===== config.mk =====
export PLATFORM = sky130hd
export DESIGN_NAME = addsub_seq16
export DESIGN_NICKNAME = d
export VERILOG_FILES = /design/src/rtl/addsub_seq16_pkg.sv /design/src/rtl/addsub_seq16_nibble.sv /design/src/rtl/addsub_seq16.sv
export SDC_FILE = /design/constraint.sdc
export NUM_CORES = 1
export LEC_CHECK = 0
export BUFFER_PORTS_ARGS = -buffer_cell sky130_fd_sc_hd__buf_2
export CORE_UTILIZATION = 36
export DETAILED_ROUTE_END_ITERATION = 12
export GPL_ROUTABILITY_DRIVEN = 1
export GPL_TIMING_DRIVEN = 1
export PLACE_DENSITY = 0.53
export SYNTH_ARGS = -nofsm -noshare
export SYNTH_HDL_FRONTEND = slang
export SYNTH_SLANG_ARGS = --single-unit
export TNS_END_PERCENT = 50

===== constraint.sdc =====
create_clock -name clk -period 4.21 [get_ports clk]
set_input_delay 0.421 -clock clk [delete_from_list [all_inputs] [get_ports clk]]
set_output_delay 0.421 -clock clk [all_outputs]
set_load 0.005 [all_outputs]

===== src/rtl/addsub_seq16_pkg.sv =====
// Shared definitions for the nibble-serial add/subtract unit.
// Latency: n/a (types and constants only).
// Backpressure: n/a.
package addsub_seq16_pkg;

    // Width of one arithmetic slice processed per RUN cycle.
    localparam int SLICE_W = 4;

    typedef enum logic [1:0] {
        ST_IDLE = 2'b00,
        ST_RUN  = 2'b01,
        ST_DONE = 2'b10
    } state_t;

endpackage


===== src/rtl/addsub_seq16_nibble.sv =====
// 4-bit ripple slice, plus the 1-bit full adder it is built from.
// Latency: purely combinational.
// Backpressure: none.
//
// full_adder_1bit ports:
//   a, b, cin : input bits
//   s, cout   : sum bit and carry-out
module full_adder_1bit (
    input  logic a,
    input  logic b,
    input  logic cin,
    output logic s,
    output logic cout
);
    assign s    = a ^ b ^ cin;
    assign cout = (a & b) | (a & cin) | (b & cin);
endmodule

// nibble_addsub ports:
//   a, b  : 4-bit slice operands (b already inverted by the caller for subtract)
//   cin   : carry into bit 0
//   s     : 4-bit slice sum
//   c3    : carry into bit 3, used with cout to detect signed overflow
//   cout  : carry out of bit 3
module nibble_addsub
    import addsub_seq16_pkg::*;
(
    input  logic [SLICE_W-1:0] a,
    input  logic [SLICE_W-1:0] b,
    input  logic               cin,
    output logic [SLICE_W-1:0] s,
    output logic               c3,
    output logic               cout
);
    // c[k] is the carry into bit k; c[SLICE_W] is the slice carry-out.
    logic [SLICE_W:0] c;

    assign c[0] = cin;

    for (genvar k = 0; k < SLICE_W; k++) begin : g_fa
        full_adder_1bit u_fa (
            .a    (a[k]),
            .b    (b[k]),
            .cin  (c[k]),
            .s    (s[k]),
            .cout (c[k+1])
        );
    end

    assign c3   = c[SLICE_W-1];
    assign cout = c[SLICE_W];
endmodule


===== src/rtl/addsub_seq16.sv =====
// Nibble-serial two's complement add/subtract: one 4-bit slice per cycle.
// Latency: start accepted at edge t -> done high in the cycle after edge t+NIBBLES.
// Backpressure: start is ignored while busy; a new start is accepted in IDLE or DONE.
//
// Ports:
//   clk, rst    : clock, synchronous active-high reset
//   start, sub  : begin an operation; sub=1 selects A-B, sub=0 selects A+B
//   A, B        : W-bit operands, latched with an accepted start
//   busy, done  : high in RUN / one-cycle pulse in DONE
//   Sum, Ovfl   : result register and signed-overflow flag, held until next start
module addsub_seq16
    import addsub_seq16_pkg::*;
#(
    parameter int NIBBLES = 4,
    parameter int W       = 4 * NIBBLES
) (
    input  logic         clk,
    input  logic         rst,
    input  logic         start,
    input  logic         sub,
    input  logic [W-1:0] A,
    input  logic [W-1:0] B,
    output logic         busy,
    output logic         done,
    output logic [W-1:0] Sum,
    output logic         Ovfl
);
    localparam int IW = (NIBBLES > 1) ? $clog2(NIBBLES) : 1;
    localparam logic [IW-1:0] LAST_IDX = IW'(NIBBLES - 1);

    state_t        state;
    logic [IW-1:0] idx;
    logic          carry;
    logic          sub_q;
    // Operands shift right one slice per RUN cycle so the active slice is
    // always in the low nibble; no W-bit adder is ever formed.
    logic [W-1:0]  a_sh;
    logic [W-1:0]  b_sh;

    logic [SLICE_W-1:0] sl_a;
    logic [SLICE_W-1:0] sl_b;
    logic [SLICE_W-1:0] sl_s;
    logic               sl_c3;
    logic               sl_cout;

    // Subtract is A + ~B + 1: B is inverted here and the +1 comes from the
    // carry register being preset to sub on start.
    assign sl_a = a_sh[SLICE_W-1:0];
    assign sl_b = b_sh[SLICE_W-1:0] ^ {SLICE_W{sub_q}};

    nibble_addsub u_slice (
        .a    (sl_a),
        .b    (sl_b),
        .cin  (carry),
        .s    (sl_s),
        .c3   (sl_c3),
        .cout (sl_cout)
    );

    always_ff @(posedge clk) begin
        if (rst) begin
            state <= ST_IDLE;
            busy  <= 1'b0;
            done  <= 1'b0;
            Sum   <= '0;
            Ovfl  <= 1'b0;
            idx   <= '0;
            carry <= 1'b0;
            sub_q <= 1'b0;
            a_sh  <= '0;
            b_sh  <= '0;
        end else begin
            case (state)
                ST_IDLE, ST_DONE: begin
                    if (start) begin
                        a_sh  <= A;
                        b_sh  <= B;
                        sub_q <= sub;
                        carry <= sub;
                        idx   <= '0;
                        Sum   <= '0;
                        state <= ST_RUN;
                        busy  <= 1'b1;
                        done  <= 1'b0;
                    end else begin
                        state <= ST_IDLE;
                        busy  <= 1'b0;
                        done  <= 1'b0;
                    end
                end

                ST_RUN: begin
                    Sum[idx*SLICE_W +: SLICE_W] <= sl_s;
                    carry <= sl_cout;
                    a_sh  <= a_sh >> SLICE_W;
                    b_sh  <= b_sh >> SLICE_W;
                    idx   <= idx + 1'b1;
                    if (idx == LAST_IDX) begin
                        // Signed overflow: carry into the sign bit differs
                        // from carry out of it.
                        Ovfl  <= sl_c3 ^ sl_cout;
                        state <= ST_DONE;
                        busy  <= 1'b0;
                        done  <= 1'b1;
                    end
                end

                default: begin
                    state <= ST_IDLE;
                    busy  <= 1'b0;
                    done  <= 1'b0;
                end
            endcase
        end
    end

endmodule


==> metrics.csv, run 1 <==
metric;value;unit
final hold viol count;0;
worst hold path type;in2reg;
initial antenna violation count;0;
final setup violation count;0;
Worst Path Buf+Inv;2;
vias;2025;
hold_buf cts;0;
commonest non-fill, non-tap cell in the layout;dfxtp_1;
Die ar.;6990;µm²
Ports;55;
combinational share of power;15.9;%
Core ar.;6390;µm²
Root Buffer;clkbuf_8;
Synth top area share;47.6;%
CTS Buffer Depth;2;
Initial Utilization;37.5;%
Worst Tran Pin Value;1030;ps
final WL;5.73;mm
sequential share of the synthesized area;47.6;%
TritonRoute pass-1 iters;4;
Core Util, Final;44.5;%
top cells by area, synth;dfxtp_1, nor3_1, o22ai_1, a22o_1, a21oi_1;
Yosys reg bits;57;
average size of a mapped cell;9.11;µm²
cell accounting for the most synthesized area;dfxtp_1;
Int Pwr;0.000885;W
CP delay by family, top;adder cells;
post-synthesis cell area;2400;µm²
CTS tree;built;
register share of total power;48.9;%
min cycle time layout;2650;ps
gr usage total;17.1;%
Most common cell on crit path;fa_1;
clock share of power;35.2;%
Iter 0 DRT Violations;109;
Setup TNS;0;ps
Post-DRT Antenna Nets;0;
CTS Buf Count;9;
# Post-CTS Setup Buffers;0;
CP max stage delay;460;ps
# diodes;0;
Synth Net Count;308;
Max IR drop VDD;0.227;mV
critical-path cell list;xnor2_1 -> fa_1 -> inv_1 -> fa_1 -> inv_1 -> fa_1 -> fa_1 -> or3_1 -> a21oi_1;
final instance area;2840;µm²
data required time of the worst path;4460;ps
wire length per cell;14.8;µm
fin crit share;62.9;%
GRT overflow;0;
drc violations;0;
status;finished, final reports clean;
H-Tree Depth;3;
Clock Skews;6.42;ps
P_leak;1.14;nW
vias in the first global route;1921;
Area Growth Syn to Fin;18.7;%
Worst path slowest cell;fa_1;
sw frac;27.3;%
Cell Area, Placed;2690;µm²
Critical Path AT;2900;ps
Clock Pin Slew Worst Setup and Hold Paths;60;ps
layout cells sized above 1;24.9;%
total power draw;0.00122;W
most frequent cells in the layout;dfxtp_1, buf_2, nor3_1;
worst-path fanout max;5;
crit path launch type;register;
Crit. End Element;register;
pin count of the biggest net entering global routing;53;
DIE HEIGHT;83.6;µm
clk sink count;57;
pre-CTS setup slack;1580;ps
row cnt;29;
Crit Path Class;reg2reg;
Die Wd;83.6;µm
switching power total;0.000333;W
yosys warns;0;
source-to-sink clock delay at the later pin of the worst-skew pair;330;ps
Max Fclk;0.377;GHz
maxcap violations;0;
Final GP Congestion;0.686;
Slew HR;31.5;%
vias per cell;5.25;
fin. max-slew vios;0;
# port buffers;54;
synthesized instance count;263;
estimated wirelength of the detail-placed design;3.69;mm
PnR worst setup slack;1560;ps
pwr dens;428;nW/µm²
first-pass GRT wire length;9.42;mm
number of distinct library cells after synthesis;28;
RSZ-0062 raised after global routing;false;
post-cts sizing count;0;
fin nets;353;
## through the flow
| stage | std cells | hold WS (ps) |
|---|---|---|
| 2_1_floorplan | 263 | 448 |
| 3_3_place_gp | 374 | 453 |
| 6_report | 386 | 318 |
| 5_1_grt | 386 | 311 |
| 4_1_cts | 386 | 302 |
| 3_5_place_dp | 374 | 458 |
## per-layer routing
metal | part of all wire (%) | global-route usage (%)
met5 | 0 | 0
met4 | 1.1 | 5.08
met3 | 5.2 | 7.12
met2 | 47 | 27.3
met1 | 47 | 21.0
## final cells by class
class                      count  area [µm²]
fill                         681        3540
sequential                    57        1140
multi-input combinational    173        1120
timing repair buffer          58         300
clock buffer                  11         151
tap                           77        96.3
inverter                       9        33.8
clock inverter                 1        5.00
## worst register-to-register path: cells and delay by family, from the launching register on
family	cells	cell delay [ps]
adders and majority gates	4	1390
DFF	1	430
and+or+nand+nor	1	370
buffers and inverters	2	120
xor gates and xnor gates	1	120
AOI/OAI and AO/OA	1	120
## kinds of logic after synthesis
family                   after synthesis  synth area share [%]
XOR/XNOR                               5                  1.83
AO/OA/AOI/OAI                         62                  17.9
buffers and inverters                 33                  6.01
adder cells (fa/ha/maj)                9                  5.95
flip-flops                            57                  47.6
AND/OR/NAND/NOR                       97                  20.7
## power groups by stage
stage | combinational, W | clock, W | sequential (W)
after CTS | 0.000196 | 0.000447 | 0.000595
after detailed placement | 0.000195 | 0 | 0.000607
after global routing | 0.000217 | 0.000466 | 0.000600
final | 0.000194 | 0.000429 | 0.000595
after global placement | 0.000195 | 0 | 0.000606
after floorplan | 0.000145 | 0 | 0.000602
## cells in the mapped netlist, drive strengths merged
library cell and instances:
ha 5, o21ai 1, nor3b 2, or3b 1
o22ai 22, buf 17, nor4 1, xnor2 4
nand3 15, inv 9, nand2 18, nor2b 3
a211oi 3, or3 4, a22o 12, dfxtp 57
nand3b 2, a311oi 6, a31oi 1, nor3 39
a21oi 17, xor2 1, nand4bb 1, nor2 8
nand2b 3, clkbuf 7, fa 4
## state kept, by name (all words and copies together), names as in the netlist
signal  cells
busy        1
sub_q       1
Ovfl        1
idx         2
state       2
Sum        16
a_sh       16
done        1
carry       1
b_sh       16
## path summary, 6_finish.rpt
| check | to | from | slack (ps) | depth (start not counted) |
|---|---|---|---|---|
| min | a_sh[14] | A[14] | 320 | 3 |
| min reg2reg | Sum[0] | Sum[0] | 470 | 2 |
| max | Sum[3] | sub_q | 1560 | 9 |
| max reg2reg | Sum[3] | sub_q | 1560 | 9 |
Note: power is estimated with default switching activity, not from simulation.
==> run 2, diff against run 1 <==
--- a/config.mk
+++ b/config.mk
@@ -10,7 +10,7 @@
 export DETAILED_ROUTE_END_ITERATION = 12
 export GPL_ROUTABILITY_DRIVEN = 1
 export GPL_TIMING_DRIVEN = 1
-export PLACE_DENSITY = 0.53
+export PLACE_DENSITY = 0.55
 export SYNTH_ARGS = -nofsm -noshare
 export SYNTH_HDL_FRONTEND = slang
 export SYNTH_SLANG_ARGS = --single-unit
==> constraint.sdc (replaced) <==
create_clock -name clk -period 2.2 [get_ports clk]
set_input_delay 0.22 -clock clk [delete_from_list [all_inputs] [get_ports clk]]
set_output_delay 0.22 -clock clk [all_outputs]
set_load 0.005 [all_outputs]
==> run 2 against run 1 <==
Against the previous run: the flow now finishes with violations (negative setup slack); critical path depth unchanged; design area rose by 4.7%; final cell count up 3.6%; first-iteration DRC count fell by 10%; non-clock buffer count up 10; die area did not move; hold slack got worse by 190 ps; utilization rose by 2.1 points; clock-buffer cell count increased by 2.
==> metrics.csv, run 2 (synthesis results as in run 1) <==
metric;value;unit;change
Max IR drop VDD;0.394;mV;+74%
TritonRoute pass-1 iters;4;;unchanged
wire length per cell;14.3;µm;-3.8%
fill count;675;;-0.88%
drc violations;0;;unchanged
final WL;5.71;mm;-0.33%
pin count of the biggest net entering global routing;32;;-40%
Int Pwr;0.00175;W;+97%
vias;2064;;+1.9%
Placed Instances;383;;+2.4%
initial antenna violation count;0;;unchanged
CTS Buf Count;9;;unchanged
gr usage total;17.8;%;+0.69 points
Worst Tran Pin Value;731;ps;-296 ps
pre-CTS setup slack;-272;ps;-1850 ps
switching power total;0.000660;W;+99%
worst-path fanout max;2;;-3
Most common cell on crit path;fa_2;;
CTS Buffer Depth;2;;unchanged
layout cells sized above 1;30.3;%;+5.4 points
clock share of power;35.5;%;+0.3 points
status;finished, violations left;;
P_leak;1.22;nW;+6.5%
critical-path cell list;xnor2_2 -> fa_2 -> inv_2 -> fa_1 -> inv_1 -> fa_2 -> fa_2 -> or3_1 -> a21oi_1;;
source-to-sink clock delay at the later pin of the worst-skew pair;330;ps;about the same
CP max stage delay;450;ps;about the same
H-Tree Depth;3;;unchanged
Final GP Congestion;0.815;;+19%
# port buffers;54;;unchanged
Initial Utilization;37.5;%;unchanged
clk sink count;57;;unchanged
data required time of the worst path;2460;ps;-2000 ps
# diodes;0;;unchanged
Crit Path Class;reg2reg;;
commonest non-fill, non-tap cell in the layout;dfxtp_1;;
first-pass GRT wire length;9.86;mm;+4.7%
estimated wirelength of the detail-placed design;3.89;mm;+5.2%
Crit. End Element;register;;
Core ar.;6390;µm²;unchanged
DIE HEIGHT;83.6;µm;unchanged
GRT overflow;0;;unchanged
Worst Path Buf+Inv;2;;unchanged
Max Fclk;0.416;GHz;+10%
Die ar.;6990;µm²;unchanged
worst hold slack;127;ps;-191 ps
worst hold path type;in2reg;;
maxcap violations;0;;unchanged
row cnt;29;;unchanged
failing checks;negative setup slack;;
pwr dens;809;nW/µm²;+89%
Slew HR;51.0;%;+20 points
CTS tree;built;;
most frequent cells in the layout;dfxtp_1, buf_2, nor3_1;;
vias in the first global route;2038;;+6.1%
Clock Skews;4.61;ps;-1.81 ps
final setup violation count;4;;+4
fin. max-slew vios;0;;unchanged
Final Non-Filler Cells;400;;+3.6%
sw frac;27.4;%;+0.11 points
hold_buf cts;0;;unchanged
Post-DRT Antenna Nets;0;;unchanged
Critical Path AT;2660;ps;-240 ps
Worst path slowest cell;fa_2;;
register share of total power;47.3;%;-1.6 points
combinational share of power;17.2;%;+1.3 points
fin nets;363;;+2.8%
PnR worst setup slack;-203;ps;-1760 ps
Ports;55;;unchanged
Die Wd;83.6;µm;unchanged
Clock Pin Slew Worst Setup and Hold Paths;60;ps;about the same
CP delay by family, top;adder cells;;
Area Growth Syn to Fin;24.2;%;
crit path launch type;register;;
final hold viol count;0;;unchanged
Iter 0 DRT Violations;98;;-10%
total power draw;0.00241;W;+98%
largest registers;Sum: 16 flops, a_sh: 16 flops, b_sh: 16 flops;;
vias per cell;5.16;;-1.6%
fin crit share;109;%;+46 points
RSZ-0062 raised after global routing;true;;
min cycle time layout;2400;ps;-247 ps
Root Buffer;clkbuf_8;;
## run 2: cell types whose count changed in the layout (fill, tap and decap cells not counted), sizes merged
cell    change
buf        +10
clkinv      +2
clkbuf      +2
## run 2: tightest hold or removal path, stage by stage
cell     delay [ps]
buf_2            90
nand2_1          40
a21oi_1          50
## run 2: final timing paths
check	start	to	slack, ps	cells past startpoint
max reg2reg	b_sh[0]	Sum[3]	-200	9
min	A[15]	a_sh[15]	130	3
max	b_sh[0]	Sum[3]	-200	9
min reg2reg	a_sh[12]	a_sh[12]	470	2
## run 2: stage by stage
stage	TNS, ps	instance area, µm²	util (%)
after floorplan	-968	2410	-
after global placement	-727	2770	43.4
after detailed placement	-1010	2770	43.4
after CTS	-680	2950	46.2
after global routing	-1280	2980	46.6
final	-582	2980	46.6
## run 2: what timing repair did
item / CTS / global route
setup buffers: 0 / 1
endpoints found under the setup margin: 6 / 10
gates resized for setup: 5 / 3
pin swaps: 4 / 1
## run 2: per-layer routing
layer / vias up / global-route usage, % / wire (µm)
met4: 0 / 7.86 / 74
met1: 946 / 23.8 / 2830
met5: - / 0 / 0
met2: 49 / 26.5 / 2500
met3: 9 / 5.24 / 314
li1: 1060 / - / -
## run 2: final cells by class
| type | count | area [µm²] | share of cell area (%) |
|---|---|---|---|
| Clock inverter | 3 | 15.0 | 0.504 |
| Tap cell | 77 | 96.3 | 3.24 |
| Sequential cell | 57 | 1140 | 38.4 |
| Multi-Input combinational cell | 173 | 1140 | 38.3 |
| Timing Repair Buffer | 68 | 388 | 13.0 |
| Inverter | 9 | 33.8 | 1.13 |
| Clock buffer | 13 | 159 | 5.34 |
## run 2: power by group through the flow
stage,logic (W),clock network [W],registers [W]
2_1_floorplan,0.000280,0,0.00115
3_3_place_gp,0.000401,0,0.00116
3_5_place_dp,0.000403,0,0.00116
4_1_cts,0.000412,0.000880,0.00114
5_1_grt,0.000470,0.000943,0.00115
6_report,0.000415,0.000855,0.00114
